### config.mk
export PLATFORM = sky130hd
export DESIGN_NAME = lut_stream_seq
export DESIGN_NICKNAME = d
export VERILOG_FILES = /design/src/rtl/lut_stream_seq.sv
export SDC_FILE = /design/constraint.sdc
export NUM_CORES = 1
export LEC_CHECK = 0
export BUFFER_PORTS_ARGS = -buffer_cell sky130_fd_sc_hd__buf_4
export CORE_MARGIN = 5
export CORE_UTILIZATION = 50
export CTS_CLUSTER_DIAMETER = 80
export DETAILED_ROUTE_END_ITERATION = 12
export PLACE_DENSITY_LB_ADDON = 0.15
export SYNTH_ARGS = -nofsm -noshare
export SYNTH_HDL_FRONTEND = slang
export SYNTH_SLANG_ARGS = --single-unit
### constraint.sdc
create_clock -name clk -period 2.9 [get_ports clk]
set_input_delay 0.435 -clock clk [delete_from_list [all_inputs] [get_ports clk]]
set_output_delay 0.435 -clock clk [all_outputs]
set_load 0.01 [all_outputs]
### src/rtl/lut_stream_seq.sv
// lut_stream_seq: frames the LUT source stream into exactly LUT_LEN beats through a 2-entry skid buffer
module lut_stream_seq #(
    parameter int DATA_WIDTH = 32,
    parameter int LUT_LEN    = 1024,
    parameter int CNT_WIDTH  = 16,
    parameter int TIMEOUT    = 4096
) (
    input  logic                  clk,
    input  logic                  rst,
    input  logic                  frame_req,
    input  logic                  frame_abort,
    output logic                  lut_start,
    input  logic                  s_ltvalid,
    input  logic [DATA_WIDTH-1:0] s_ltdata,
    input  logic                  s_ltlast,
    output logic                  s_ltready,
    output logic                  m_ltvalid,
    output logic [DATA_WIDTH-1:0] m_ltdata,
    output logic                  m_ltlast,
    input  logic                  m_ltready,
    output logic                  busy,
    output logic                  frame_done,
    output logic                  len_err,
    output logic                  timeout_err,
    output logic [CNT_WIDTH-1:0]  beat_cnt
);
    localparam int IW = $clog2(TIMEOUT + 1);
    typedef enum logic [1:0] {IDLE, STREAM, TAIL, FLUSH} state_t;
    state_t state, state_n;
    logic [IW-1:0] idle_cnt;
    logic [DATA_WIDTH-1:0] skid_data;
    logic skid_last, skid_valid, skid_valid_n;
    logic in_acc, out_acc, watch_idle, abort, idle_hit, tag_last, push, flush_buf, head_free;
    always_comb begin
        in_acc = s_ltvalid && s_ltready;
        out_acc = m_ltvalid && m_ltready;
        watch_idle = state == STREAM || state == FLUSH;
        abort = frame_abort && (state == STREAM || state == TAIL);
        idle_hit = watch_idle && !in_acc && idle_cnt == IW'(TIMEOUT - 1);
        tag_last = beat_cnt == CNT_WIDTH'(LUT_LEN - 1);
        state_n = state;
        case (state)
            IDLE:    state_n = frame_req ? STREAM : IDLE;
            STREAM:  state_n = (abort || idle_hit) ? FLUSH : (in_acc && tag_last) ? TAIL : STREAM;
            TAIL:    state_n = abort ? FLUSH : (out_acc && m_ltlast) ? IDLE : TAIL;
            FLUSH:   state_n = (idle_hit || (in_acc && s_ltlast)) ? IDLE : FLUSH;
            default: state_n = IDLE;
        endcase
        push = state == STREAM && in_acc && state_n != FLUSH;
        flush_buf = state_n == FLUSH && state != FLUSH;
        head_free = out_acc || !m_ltvalid;
        // skid entry only fills when the output register is held by backpressure
        skid_valid_n = !flush_buf && (skid_valid ? !out_acc : (push && !head_free));
    end
    always_ff @(posedge clk) begin
        if (rst) begin
            state <= IDLE;
            lut_start <= 1'b0;
            s_ltready <= 1'b0;
            busy <= 1'b0;
            frame_done <= 1'b0;
            len_err <= 1'b0;
            timeout_err <= 1'b0;
            beat_cnt <= '0;
            idle_cnt <= '0;
            m_ltvalid <= 1'b0;
            m_ltdata <= '0;
            m_ltlast <= 1'b0;
            skid_valid <= 1'b0;
            skid_data <= '0;
            skid_last <= 1'b0;
        end else begin
            state <= state_n;
            lut_start <= state_n == STREAM;
            busy <= state_n != IDLE;
            s_ltready <= state_n == FLUSH || (state_n == STREAM && !skid_valid_n);
            frame_done <= state == TAIL && state_n == IDLE;
            idle_cnt <= (state_n != state || in_acc || !watch_idle) ? '0 : idle_cnt + IW'(1);
            skid_valid <= skid_valid_n;
            if (state == IDLE && frame_req) begin
                beat_cnt <= '0;
                len_err <= 1'b0;
                timeout_err <= 1'b0;
            end
            if (state == STREAM && in_acc) begin
                beat_cnt <= beat_cnt + CNT_WIDTH'(1);
                len_err <= len_err || (s_ltlast != tag_last);
            end
            if (state == STREAM && idle_hit && !abort)
                timeout_err <= 1'b1;
            if (flush_buf) begin
                m_ltvalid <= 1'b0;
                m_ltlast <= 1'b0;
            end else if (head_free) begin
                m_ltvalid <= skid_valid || push;
                m_ltdata <= skid_valid ? skid_data : push ? s_ltdata : m_ltdata;
                m_ltlast <= skid_valid ? skid_last : (push && tag_last);
            end
            if (push && !head_free) begin
                skid_data <= s_ltdata;
                skid_last <= tag_last;
            end
        end
    end
endmodule
==> summary.txt <==
Run status
  • Status: completed

Yosys
  • Syn_area_per_cell: 9.800 µm²
  • Ys async rst share: 0
  • Xor/xnor share of the synthesized area: 0.03655
  • Cell taking the most area after synthesis: dfxtp_1
  • Synth top area cells: dfxtp_1, mux2i_1, a211oi_2
  • Mapped cell area: around 4800 µm²
  • Post-synth top area share: 0.4386
  • Syn. warnings: 0
  • Mux cell area share after synthesis: 0.1381
  • Syn Inst Count: 489
  • Synth cell types: 48
  • Top FF cell, synth: dfxtp_1
  • Register area share after synthesis: 0.4386
  • Synthesized-area fraction occupied by adder cells: 0.01828
  • Simple logic cell fraction of the synthesized area: 0.1817
  • Post-synth EDFFs: 0
  • Post-synthesis register bit count: about 110
  • Largest family of logic cells by synthesized area: simple AND/OR/NAND/NOR gates
  • Syn nets: between 500 and 600
  • Synth Area in Compound Gates: 0.1418

Global routing
  • Grt total ovfl: 0
  • Largest net degree at the start of global routing: 62
  • Global-route wire length before repair: between 15,000 and 20,000 µm
  • GR Util All Layers: 0.1884
  • Vias in the first global route: ~3.9k
  • Initial antenna violation count: 0

STA
  • Hold Slack: approximately 0.30 ns
  • Setup tns final: 0 ns
  • Skew final: between 0.01 and 0.015 ns
  • Worst Tran Pin Value: 0.7646 ns
  • RSZ-0062 raised after global routing: no
  • Minimum clock period: approximately 2.8 ns
  • Slew Limit Fails: 0
  • Fin crit share: 0.9588
  • Max Freq: 0.3596 GHz
  • Final setup viols: 0
  • Rel. slew slack: 0.4903
  • Fin. Hold Viols: 0

Power and ir drop
  • Flop pwr share: 0.550
  • Power share of the combinational group: 0.093
  • Tot Pwr: 2.691 mW
  • Clock power share: 0.357
  • Pwr/cell area: 456.6 nW/µm²
  • Switch Pwr: a little under 0.7 mW
  • VDD IR max: 223.3 µV
  • Net Sw Frac: 0.2513
  • Cell internal pwr: ~2.0 mW
  • Leak pwr: ~2.4 nW

Worst hold path
  • Worst min-delay path category: input port to flop

Routing
  • Vias per Instance: roughly 5.3
  • Wire length per cell: around 15 µm
  • Post-Route WL: between 10,000 and 15,000 µm
  • Initial DRC count: around 90
  • Pre-Repair DR Iteration Count: 4
  • Final ANT Viol Nets: 0
  • DRC viols: 0
  • Via count: 3,831

Cells and area
  • Layout Nets: 631
  • Final core utilization: 0.6348
  • Ant. Diodes: 0
  • Final non-filler cell total: ~700
  • Syn-to-layout area delta: 22.98%
  • Ratio of cells with drive above 1 in the final layout: 0.3085

Die
  • Die Span X: ~110 µm
  • Io pins: 95
  • Die ar.: approximately 12,000 µm²
  • Die height: 107.9 µm
  • Core ar.: 9284 µm²
  • Row count: 35
  • Initial Util: 0.5162

Clock network
  • CTS tree: built
  • CTS max path bufs: 2
  • Root Buffer: clkbuf_8
  • Hold_buf cts: 0
  • CTS HTree Levels: 3
  • CTS resizes: 1
  • Clock Pin Slew Worst Setup and Hold Paths: between 0.1 and 0.15 ns
  • Clk_lat worst skew: 0.37 ns
  • Num CTS Buffers: 9
  • Clk sinks: between 100 and 150
  • # Post-CTS Setup Buffers: 0

Placement
  • DP Cell Count: roughly 700
  • I/O Buffers: 94
  • GPL Wtd Cong: 0.8569
  • DP HPWL: just under 8000 µm

Worst setup path
  • Worst Setup Path Type: flop to flop
  • Required @ worst endpoint: approximately 3.2 ns
  • Critical Path Source Type: flop
  • CP Capture Type: flop
  • Worst-path fanout max: 19
  • WP data arrival: 3.08 ns

Flow run
  • # Max-Cap Violations: 0
power by group through the flow:
stage	Sequential (mW)	Clock (mW)	Combinational (mW)
2_1_floorplan	1.52	0	0.135
3_3_place_gp	1.51	0	0.247
3_5_place_dp	1.51	0	0.252
4_1_cts	1.48	0.978	0.253
5_1_grt	1.48	1.04	0.274
6_report	1.48	0.960	0.251
per-layer routing:
layer,GRT usage,share of wire,vias up
li1,-,-,1934
met2,0.3104,0.46,94
met1,0.2466,0.46,1797
met3,0.04199,0.065,6
met4,0.05771,0.0069,0
met5,0,0,-
state kept, by name, indices dropped and copies added, names as in the netlist:
name / cells
len_err: 1
idle_cnt: 13
skid_last: 1
m_ltdata: 32
lut_start: 1
m_ltlast: 1
skid_valid: 1
beat_cnt: 16
skid_data: 32
timeout_err: 1
state: 2
m_ltvalid: 1
frame_done: 1
s_ltready: 1
busy: 1
path summary, 6_finish.rpt:
check,end,slack [ns],cells after the start,start
max,m_ltdata[11],0.12,8,beat_cnt[15]
min,skid_data[2],0.30,3,s_ltdata[2]
max reg2reg,m_ltdata[11],0.12,8,beat_cnt[15]
min reg2reg,idle_cnt[0],0.47,1,idle_cnt[0]
cell usage after synthesis, types with 2 or more instances:
cell       number
nand3_1        17
xor2_1         11
buf_2           7
a211oi_2       31
nor2_1         70
inv_1           8
a211oi_1        4
ha_1            7
o211ai_1        3
o21ai_0         3
nand2_1        23
clkbuf_1       15
buf_4           3
buf_6           6
nor3_1         40
or3_1           2
a21oi_1         9
xnor2_1         9
nand4_1         7
a31oi_1         2
dfxtp_1       105
or2_2           5
mux2i_1        65
or4_1           2
and3_1          9
and2_1          2
a311oi_1        2
a2bb2oi_1       2
metrics by stage:
| step | setup slack (ns) | instance area, µm² |
|---|---|---|
| finish | 0.1195 | 5893 |
| global placement | 0.1085 | 5668 |
| global route | 0.02866 | 5893 |
| detailed placement | -0.01676 | 5668 |
| CTS | 0.02488 | 5889 |
| floorplan | 0.1658 | 4792 |
cell type report:
class	instances	area [µm²]
Fill cell	776	3391
Multi-Input combinational cell	344	2494
Sequential cell	105	2103
Timing Repair Buffer	117	890.9
Tap cell	129	161.4
Clock buffer	10	137.6
Clock inverter	6	76.32
Inverter	8	30.03
critical path, cell delays in order (launching register included):
cell,delay (ns)
dfxtp_1,0.34
or4b_1,0.53
or4_4,0.54
o21a_4,0.25
a211oi_4,0.31
o211a_4,0.20
buf_4,0.23
nor3_1,0.09
a211oi_2,0.21
cell usage in the layout, fill, tap and decap left out, types with 3 or more instances in the layout:
cell type  Yosys  layout
xnor2_1        9       9
clkbuf_8       0      10
nor2_1        70      70
xor2_1        11      11
mux2i_1       65      65
nand4_1        7       7
inv_1          8       8
a21oi_1        9       9
and3_1         9       9
clkinv_4       0       4
o21ai_0        3       3
a211oi_1       4       4
or2_2          5       6
nand2_1       23      23
o211ai_1       3       3
dfxtp_1      105     104
nand3_1       17      17
a211oi_2      31      30
nor3_1        40      40
ha_1           7       7
buf_4          3     116
cell families after synthesis:
kind of cell,Yosys count
simple gates,184
flops,105
compound gates,67
mux,66
buf+inv,40
xor+xnor,20
fa+ha+maj,7
No activity file was read; power rests on OpenSTA's default activity.
